[src/rtl/lenet_pkg.sv]
// Shared constants, types and address helpers for the LeNet conv1 sequencer.
package lenet_pkg;

  localparam int BITWIDTH  = 16;
  localparam int FRAC      = 8;
  localparam int IMG_DIM   = 32;
  localparam int K_DIM     = 5;
  localparam int FM_DIM    = 28;
  localparam int N_KERNELS = 2;

  localparam int IMG_AW = $clog2(IMG_DIM * IMG_DIM);
  localparam int KER_AW = $clog2(N_KERNELS * K_DIM * K_DIM);
  localparam int FM_AW  = $clog2(N_KERNELS * FM_DIM * FM_DIM);
  localparam int POS_W  = $clog2(FM_DIM);
  localparam int TAP_W  = $clog2(K_DIM);
  localparam int KIDX_W = (N_KERNELS > 1) ? $clog2(N_KERNELS) : 1;
  localparam int ACC_W  = 2 * BITWIDTH + 5;

  typedef logic signed [BITWIDTH-1:0] data_t;

  typedef enum logic [2:0] {
    IDLE  = 3'd0,
    MAC   = 3'd1,
    DRAIN = 3'd2,
    WRITE = 3'd3,
    DONE  = 3'd4
  } conv_state_t;

  function automatic logic [IMG_AW-1:0] img_address(input logic [POS_W-1:0] i,
                                                    input logic [POS_W-1:0] j,
                                                    input logic [TAP_W-1:0] l,
                                                    input logic [TAP_W-1:0] m);
    logic [IMG_AW-1:0] row;
    logic [IMG_AW-1:0] col;
    row = IMG_AW'(i) + IMG_AW'(l);
    col = IMG_AW'(j) + IMG_AW'(m);
    return row * IMG_AW'(IMG_DIM) + col;
  endfunction

  function automatic logic [KER_AW-1:0] ker_address(input logic [KIDX_W-1:0] k,
                                                    input logic [TAP_W-1:0] l,
                                                    input logic [TAP_W-1:0] m);
    return KER_AW'(k) * KER_AW'(K_DIM * K_DIM) + KER_AW'(l) * KER_AW'(K_DIM) + KER_AW'(m);
  endfunction

endpackage

[src/rtl/conv1_scheduler_if.sv]
// Image/kernel RAM read ports and feature-map write port of the conv1 sequencer.
interface conv1_scheduler_if;
  import lenet_pkg::*;

  logic              img_rd_en;
  logic [IMG_AW-1:0] img_addr;
  data_t             img_rdata;
  logic              ker_rd_en;
  logic [KER_AW-1:0] ker_addr;
  data_t             ker_rdata;
  logic              fm_valid;
  logic              fm_ready;
  logic [FM_AW-1:0]  fm_addr;
  data_t             fm_data;

  modport master (
    output img_rd_en, img_addr, ker_rd_en, ker_addr, fm_valid, fm_addr, fm_data,
    input  img_rdata, ker_rdata, fm_ready
  );

  modport slave (
    input  img_rd_en, img_addr, ker_rd_en, ker_addr, fm_valid, fm_addr, fm_data,
    output img_rdata, ker_rdata, fm_ready
  );

endinterface

[src/rtl/conv1_mac_unit.sv]
// Multiply-accumulate datapath: rescale, saturate and (with CONV1_RELU_EN) ReLU
// into a registered result.
module conv1_mac_unit import lenet_pkg::*; (
  input  logic  clk,
  input  logic  rst,
  input  logic  clear,
  input  logic  acc_en,
  input  logic  load,
  input  data_t a,
  input  data_t b,
  output data_t result
);

  localparam logic signed [ACC_W-1:0] SAT_MAX = ACC_W'(2 ** (BITWIDTH - 1) - 1);
  localparam logic signed [ACC_W-1:0] SAT_MIN = ~SAT_MAX;

  logic signed [2*BITWIDTH-1:0] a_ext_s;
  logic signed [2*BITWIDTH-1:0] b_ext_s;
  logic signed [2*BITWIDTH-1:0] prod_s;
  logic signed [ACC_W-1:0]      prod_ext_s;
  logic signed [ACC_W-1:0]      sum_s;
  logic signed [ACC_W-1:0]      shifted_s;
  logic signed [ACC_W-1:0]      acc_r;
  data_t                        sat_s;
  data_t                        out_s;
  data_t                        result_r;

  // Sum includes the in-flight product so the DRAIN cycle can load the final value directly.
  always_comb begin
    a_ext_s    = {{BITWIDTH{a[BITWIDTH-1]}}, a};
    b_ext_s    = {{BITWIDTH{b[BITWIDTH-1]}}, b};
    prod_s     = a_ext_s * b_ext_s;
    prod_ext_s = {{(ACC_W-2*BITWIDTH){prod_s[2*BITWIDTH-1]}}, prod_s};
    sum_s      = acc_r + (acc_en ? prod_ext_s : ACC_W'(0));
    shifted_s  = sum_s >>> FRAC;
    if (shifted_s > SAT_MAX) begin
      sat_s = {1'b0, {(BITWIDTH-1){1'b1}}};
    end else if (shifted_s < SAT_MIN) begin
      sat_s = {1'b1, {(BITWIDTH-1){1'b0}}};
    end else begin
      sat_s = shifted_s[BITWIDTH-1:0];
    end
`ifdef CONV1_RELU_EN
    out_s = sat_s[BITWIDTH-1] ? data_t'(0) : sat_s;
`else
    out_s = sat_s;
`endif
  end

  // Accumulator and result register.
  always_ff @(posedge clk) begin
    if (rst) begin
      acc_r    <= ACC_W'(0);
      result_r <= data_t'(0);
    end else begin
      if (clear) begin
        acc_r <= ACC_W'(0);
      end else if (acc_en) begin
        acc_r <= sum_s;
      end else begin
        acc_r <= acc_r;
      end
      if (load) begin
        result_r <= out_s;
      end else begin
        result_r <= result_r;
      end
    end
  end

  assign result = result_r;

endmodule

[src/rtl/conv1_scheduler.sv]
// Conv1 sequencer: walks k/i/j output positions and 25 kernel taps through one MAC.
// Optional ReLU on results is enabled with CONV1_RELU_EN.
module conv1_scheduler import lenet_pkg::*; (
  input  logic              clk,
  input  logic              rst,
  input  logic              start,
  output logic              busy,
  output logic              done,
  conv1_scheduler_if.master bus
);

  conv_state_t       state_r;
  logic              busy_r;
  logic              done_r;
  logic              img_rd_en_r;
  logic              ker_rd_en_r;
  logic              fm_valid_r;
  logic [IMG_AW-1:0] img_addr_r;
  logic [KER_AW-1:0] ker_addr_r;
  logic [FM_AW-1:0]  fm_addr_r;
  logic [KIDX_W-1:0] k_r;
  logic [POS_W-1:0]  i_r;
  logic [POS_W-1:0]  j_r;
  logic [TAP_W-1:0]  l_r;
  logic [TAP_W-1:0]  m_r;

  logic [KIDX_W-1:0] k_nxt_s;
  logic [POS_W-1:0]  i_nxt_s;
  logic [POS_W-1:0]  j_nxt_s;
  logic [TAP_W-1:0]  l_nxt_s;
  logic [TAP_W-1:0]  m_nxt_s;
  logic              last_tap_s;
  logic              last_out_s;
  logic              mac_clear_s;
  logic              mac_acc_en_s;
  logic              mac_load_s;
  data_t             fm_data_s;

  // Data seen in a MAC cycle belongs to the previous tap, so tap 0's cycle adds nothing.
  always_comb begin
    last_tap_s   = (l_r == TAP_W'(K_DIM - 1)) && (m_r == TAP_W'(K_DIM - 1));
    last_out_s   = (k_r == KIDX_W'(N_KERNELS - 1)) && (i_r == POS_W'(FM_DIM - 1)) &&
                   (j_r == POS_W'(FM_DIM - 1));
    mac_clear_s  = ((state_r == IDLE) && start) || ((state_r == WRITE) && bus.fm_ready);
    mac_acc_en_s = ((state_r == MAC) && !((l_r == TAP_W'(0)) && (m_r == TAP_W'(0)))) ||
                   (state_r == DRAIN);
    mac_load_s   = (state_r == DRAIN);
    if (m_r == TAP_W'(K_DIM - 1)) begin
      m_nxt_s = TAP_W'(0);
      l_nxt_s = l_r + TAP_W'(1);
    end else begin
      m_nxt_s = m_r + TAP_W'(1);
      l_nxt_s = l_r;
    end
    k_nxt_s = k_r;
    i_nxt_s = i_r;
    if (j_r == POS_W'(FM_DIM - 1)) begin
      j_nxt_s = POS_W'(0);
      if (i_r == POS_W'(FM_DIM - 1)) begin
        i_nxt_s = POS_W'(0);
        k_nxt_s = k_r + KIDX_W'(1);
      end else begin
        i_nxt_s = i_r + POS_W'(1);
      end
    end else begin
      j_nxt_s = j_r + POS_W'(1);
    end
  end

  // Sequencer FSM with registered strobes and addresses.
  always_ff @(posedge clk) begin
    if (rst) begin
      state_r     <= IDLE;
      busy_r      <= 1'b0;
      done_r      <= 1'b0;
      img_rd_en_r <= 1'b0;
      ker_rd_en_r <= 1'b0;
      fm_valid_r  <= 1'b0;
      img_addr_r  <= IMG_AW'(0);
      ker_addr_r  <= KER_AW'(0);
      fm_addr_r   <= FM_AW'(0);
      k_r         <= KIDX_W'(0);
      i_r         <= POS_W'(0);
      j_r         <= POS_W'(0);
      l_r         <= TAP_W'(0);
      m_r         <= TAP_W'(0);
    end else begin
      case (state_r)
        IDLE: begin
          if (start) begin
            state_r     <= MAC;
            busy_r      <= 1'b1;
            k_r         <= KIDX_W'(0);
            i_r         <= POS_W'(0);
            j_r         <= POS_W'(0);
            l_r         <= TAP_W'(0);
            m_r         <= TAP_W'(0);
            fm_addr_r   <= FM_AW'(0);
            img_rd_en_r <= 1'b1;
            ker_rd_en_r <= 1'b1;
            img_addr_r  <= img_address(POS_W'(0), POS_W'(0), TAP_W'(0), TAP_W'(0));
            ker_addr_r  <= ker_address(KIDX_W'(0), TAP_W'(0), TAP_W'(0));
          end
        end
        MAC: begin
          if (last_tap_s) begin
            state_r     <= DRAIN;
            img_rd_en_r <= 1'b0;
            ker_rd_en_r <= 1'b0;
          end else begin
            l_r        <= l_nxt_s;
            m_r        <= m_nxt_s;
            img_addr_r <= img_address(i_r, j_r, l_nxt_s, m_nxt_s);
            ker_addr_r <= ker_address(k_r, l_nxt_s, m_nxt_s);
          end
        end
        DRAIN: begin
          state_r    <= WRITE;
          fm_valid_r <= 1'b1;
        end
        WRITE: begin
          if (bus.fm_ready) begin
            fm_valid_r <= 1'b0;
            if (last_out_s) begin
              state_r <= DONE;
              busy_r  <= 1'b0;
              done_r  <= 1'b1;
            end else begin
              state_r     <= MAC;
              k_r         <= k_nxt_s;
              i_r         <= i_nxt_s;
              j_r         <= j_nxt_s;
              l_r         <= TAP_W'(0);
              m_r         <= TAP_W'(0);
              fm_addr_r   <= fm_addr_r + FM_AW'(1);
              img_rd_en_r <= 1'b1;
              ker_rd_en_r <= 1'b1;
              img_addr_r  <= img_address(i_nxt_s, j_nxt_s, TAP_W'(0), TAP_W'(0));
              ker_addr_r  <= ker_address(k_nxt_s, TAP_W'(0), TAP_W'(0));
            end
          end
        end
        DONE: begin
          state_r <= IDLE;
          done_r  <= 1'b0;
        end
        default: begin
          state_r     <= IDLE;
          busy_r      <= 1'b0;
          done_r      <= 1'b0;
          img_rd_en_r <= 1'b0;
          ker_rd_en_r <= 1'b0;
          fm_valid_r  <= 1'b0;
        end
      endcase
    end
  end

  conv1_mac_unit u_mac (
    .clk    (clk),
    .rst    (rst),
    .clear  (mac_clear_s),
    .acc_en (mac_acc_en_s),
    .load   (mac_load_s),
    .a      (bus.img_rdata),
    .b      (bus.ker_rdata),
    .result (fm_data_s)
  );

  assign busy          = busy_r;
  assign done          = done_r;
  assign bus.img_rd_en = img_rd_en_r;
  assign bus.img_addr  = img_addr_r;
  assign bus.ker_rd_en = ker_rd_en_r;
  assign bus.ker_addr  = ker_addr_r;
  assign bus.fm_valid  = fm_valid_r;
  assign bus.fm_addr   = fm_addr_r;
  assign bus.fm_data   = fm_data_s;

endmodule

[src/flat_wrapper.sv]
// flat-port wrapper written by rule: the top's interface ports become plain ports
module conv1_scheduler_flat import lenet_pkg::*;
  (clk, rst, start, busy, done, bus_img_rd_en, bus_img_addr, bus_ker_rd_en, bus_ker_addr, bus_fm_valid, bus_fm_addr, bus_fm_data, bus_img_rdata, bus_ker_rdata, bus_fm_ready);
  conv1_scheduler_if bus_i ();
  input  logic clk;
  input  logic rst;
  input  logic start;
  output logic busy;
  output logic done;
  output wire logic [$bits(bus_i.img_rd_en)-1:0] bus_img_rd_en;
  output wire logic [$bits(bus_i.img_addr)-1:0] bus_img_addr;
  output wire logic [$bits(bus_i.ker_rd_en)-1:0] bus_ker_rd_en;
  output wire logic [$bits(bus_i.ker_addr)-1:0] bus_ker_addr;
  output wire logic [$bits(bus_i.fm_valid)-1:0] bus_fm_valid;
  output wire logic [$bits(bus_i.fm_addr)-1:0] bus_fm_addr;
  output wire logic [$bits(bus_i.fm_data)-1:0] bus_fm_data;
  input wire logic [$bits(bus_i.img_rdata)-1:0] bus_img_rdata;
  input wire logic [$bits(bus_i.ker_rdata)-1:0] bus_ker_rdata;
  input wire logic [$bits(bus_i.fm_ready)-1:0] bus_fm_ready;
  assign bus_img_rd_en = bus_i.img_rd_en;
  assign bus_img_addr = bus_i.img_addr;
  assign bus_ker_rd_en = bus_i.ker_rd_en;
  assign bus_ker_addr = bus_i.ker_addr;
  assign bus_fm_valid = bus_i.fm_valid;
  assign bus_fm_addr = bus_i.fm_addr;
  assign bus_fm_data = bus_i.fm_data;
  assign bus_i.img_rdata = bus_img_rdata;
  assign bus_i.ker_rdata = bus_ker_rdata;
  assign bus_i.fm_ready = bus_fm_ready;
  conv1_scheduler u_core (.clk(clk), .rst(rst), .start(start), .busy(busy), .done(done), .bus(bus_i));
endmodule
[config.mk]
export PLATFORM = sky130hd
export DESIGN_NAME = conv1_scheduler_flat
export DESIGN_NICKNAME = d
export VERILOG_FILES = /design/src/rtl/lenet_pkg.sv /design/src/rtl/conv1_scheduler_if.sv /design/src/rtl/conv1_mac_unit.sv /design/src/rtl/conv1_scheduler.sv /design/src/flat_wrapper.sv
export SDC_FILE = /design/constraint.sdc
export NUM_CORES = 1
export LEC_CHECK = 0
export CAP_MARGIN = 40
export CORE_MARGIN = 2
export CORE_UTILIZATION = 43
export DETAILED_ROUTE_END_ITERATION = 8
export GPL_ROUTABILITY_DRIVEN = 0
export PLACE_DENSITY = 0.67
export SYNTH_ARGS = -nofsm -noshare
export SYNTH_HDL_FRONTEND = slang
export SYNTH_SLANG_ARGS = --single-unit
[constraint.sdc]
create_clock -name clk -period 13.3 [get_ports clk]
set_input_delay 2.66 -clock clk [delete_from_list [all_inputs] [get_ports clk]]
set_output_delay 2.66 -clock clk [all_outputs]
set_load 0.02 [all_outputs]
==> impl_metrics.csv <==
group,metric,value,unit
sta,fin_ws,1.20,ns
layout,most-common-layout-cells,"inv_1 (358), fa_1 (269), nand2_1 (238), nor2_1 (158), ha_1 (137)",
global_routing,grt_max_degree,73,
die,core_area,39500,µm²
global_routing,grt_pass1_wl,67000,µm
logic_synthesis,synthXorXnorAreaFrac,4.79,%
clocking,clk_pin_slew,0.07,ns
layout,nNetsFinal,2521,
placed_design,placed_area,18500,µm²
layout,syn_to_final_growth,9.89,%
clocking,h-tree-depth,3,
global_routing,overflow,0,
clocking,cts_sinks,104,
critical_path,path_class,"in2reg",
critical_path,critical_path_arrival,12.31,ns
routing,route.detailed.drc,0,
sta,slew_headroom,42.4,%
routing,routedWlPerCell,15.2,µm
critical_path,cp_data_required_time,13.51,ns
global_routing,antenna_found_initial,0,
layout,diodes,0,
clocking,hold_buffers,0,
routing,vias,13600,
sta,final.setup.tns,0,ns
logic_synthesis,synth_mux_area_share,0.583,%
global_routing,grt_pass1_vias,13600,
logic_synthesis,synth_area_per_cell,8.38,µm²
layout,layout-drive-gt1-share,3.65,%
die,dieHeight,204,µm
routing,ant_nets,0,
placed_design,place_inst,2593,
sta,timing_hold_violations_final,0,
global_routing,grt.total_usage,19.7,%
clocking,cts_setup_buffers,0,
sta,tightest_slew,0.861,ns
logic_synthesis,synth_edf_count,0,
critical_path,max_stage_delay,0.76,ns
critical_path,crit_path_start_kind,"input port",
critical_path,cpMostUsedCell,"fa_1",
logic_synthesis,yosys-top-cells-area,"fa_1 (31%), dfxtp_1 (12%), ha_1 (10%)",
sta,fin_crit,12.10,ns
placed_design,place_ws,0.888,ns
sta,finalClockSkew,0.00776,ns
routing,drtIter0Drc,799,
logic_synthesis,synth_seq_area_share,12.1,%
logic_synthesis,syn_nets,2491,
logic_synthesis,synth_compound_area_share,12.5,%
logic_synthesis,synth_top_family_by_area,"adder cells",
placed_design,io_buffers,83,
hold_path,hold_class,"reg2reg",
clocking,clk_latency,0.35,ns
logic_synthesis,async_flop_share,0,%
logic_synthesis,synth.top_cell.area_share,31.4,%
die,start_util,43.4,%
routing,firstDrtPassIters,5,
clocking,cts_buffers,9,
critical_path,cpMaxStageDelayCell,"clkdlybuf4s50_1",
placed_design,hpwl,31700,µm
die,die_w,204,µm
logic_synthesis,synth-simple-area-share,18.8,%
layout,design_area,18900,µm²
job,maxCapViolCount,0,
layout,final_cells,2608,
logic_synthesis,synth-main-ff-cell,"dfxtp_1",
logic_synthesis,synth_area,17200,µm²
logic_synthesis,ys_ff_latch,104,
clocking,cts-resized-gates,0,
logic_synthesis,synth.distinct_cells,82,
logic_synthesis,synth_fa_ha_area_share,41.3,%
routing,viasPerCell,5.22,
die,pin_count,84,
clocking,cts-root-buf,"clkbuf_16",
logic_synthesis,synthCells,2049,
logic_synthesis,yosys_warnings,0,
sta,min_period_over_period,91.0,%
clocking,clock_path_buffers,2,
logic_synthesis,yosys.area.top_type,"fa_1",
sta,grt_setup_unrepaired,"no",
sta,drv_slew,0,
outcome,status,"finished, final reports clean",
die,dieArea,41600,µm²
routing,drt-total-wl,39700,µm
die,rows,73,
layout,final_common_cell,"inv_1",
critical_path,crit_fanout,16,
clocking,cts_tree,"done",
critical_path,end_kind,"register",
sta,fmax,82.7,MHz
sta,setup_viol,0,
## logic make-up after synthesis
group | after synthesis
AOI/OAI and AO/OA | 317
xor gates and xnor gates | 93
adders and majority gates | 406
buffers and inverters | 442
DFF | 104
muxes | 8
and+or+nand+nor | 679
## sequential cells by signal, indices dropped and copies added, names as in the netlist, 3 cells and up
name and count:
u_core.m_r 3, u_core.bus.img_addr 10, u_core.i_r 5, u_core.l_r 3, u_core.bus.ker_addr 6, u_core.u_mac.result 16
u_core.u_mac.acc_r 37, u_core.state_r 3, u_core.bus.fm_addr 11, u_core.j_r 5
## final cells by class
type / count / area (µm²)
inverters: 360 / 1350
fillers: 3838 / 20700
clock inverters: 6 / 180
repair buffers: 101 / 966
well taps: 525 / 657
multi-input cells: 1503 / 13400
flip-flops and latches: 104 / 2080
clock buffers: 9 / 225
## cells in the mapped netlist, types with 4 or more instances
cell type and number:
a21o_1 30, dfxtp_1 104, and2_1 131, nand4_1 10, or3_1 17, and3_1 6, nor2b_1 12, a21oi_2 4
ha_1 137, a22oi_1 5, fa_1 269, nand2_1 238, o32ai_2 10, nor2_1 158, xor2_1 39, nor3_1 36
nand2b_1 11, o32ai_1 5, buf_1 4, clkbuf_1 71, nor3b_1 5, o21a_1 17, a211oi_1 16, a31oi_1 7
o22ai_1 4, a21oi_1 126, xnor2_1 53, o21ai_1 5, o21ai_0 40, o21bai_1 10, inv_1 358, nand3_1 38
## metrics by stage
step / util, % / hold WS [ns]
6_report: 47.7 / 0.456
5_1_grt: 47.7 / 0.482
3_3_place_gp: 46.6 / 0.443
4_1_cts: 47.7 / 0.462
2_1_floorplan: - / 0.436
3_5_place_dp: 46.7 / 0.452
## per-layer routing
| layer | share of wire (%) | vias to the layer above | global-route usage, % |
|---|---|---|---|
| li1 | - | 6539 | - |
| met1 | 44 | 6797 | 27.2 |
| met2 | 51 | 237 | 33.9 |
| met3 | 3.3 | 42 | 1.87 |
| met4 | 1.6 | 0 | 3.78 |
| met5 | 0 | - | 0 |
## path summary, 6_finish.rpt
path | start | end | slack (ns) | cells after the start
setup / recovery | bus_img_rdata[6] | u_core.u_mac.result[4] | 1.20 | 38
hold / removal | u_core.u_mac.acc_r[4] | u_core.u_mac.acc_r[4] | 0.46 | 2
setup reg to reg | u_core.state_r[1] | u_core.u_mac.result[4] | 7.67 | 22
hold reg to reg | u_core.u_mac.acc_r[4] | u_core.u_mac.acc_r[4] | 0.46 | 2
## worst max-delay path: cells and delay by family
kind | cells | cell delay, ns
mux | 1 | 0.38
fa+ha+maj | 8 | 3.83
xor+xnor | 1 | 0.16
simple gates | 10 | 1.85
compound gates | 12 | 2.17
buf+inv | 6 | 1.23
Power is not shown: default switching activity piles up to over one toggle a cycle in this logic, so the estimate is an artifact.
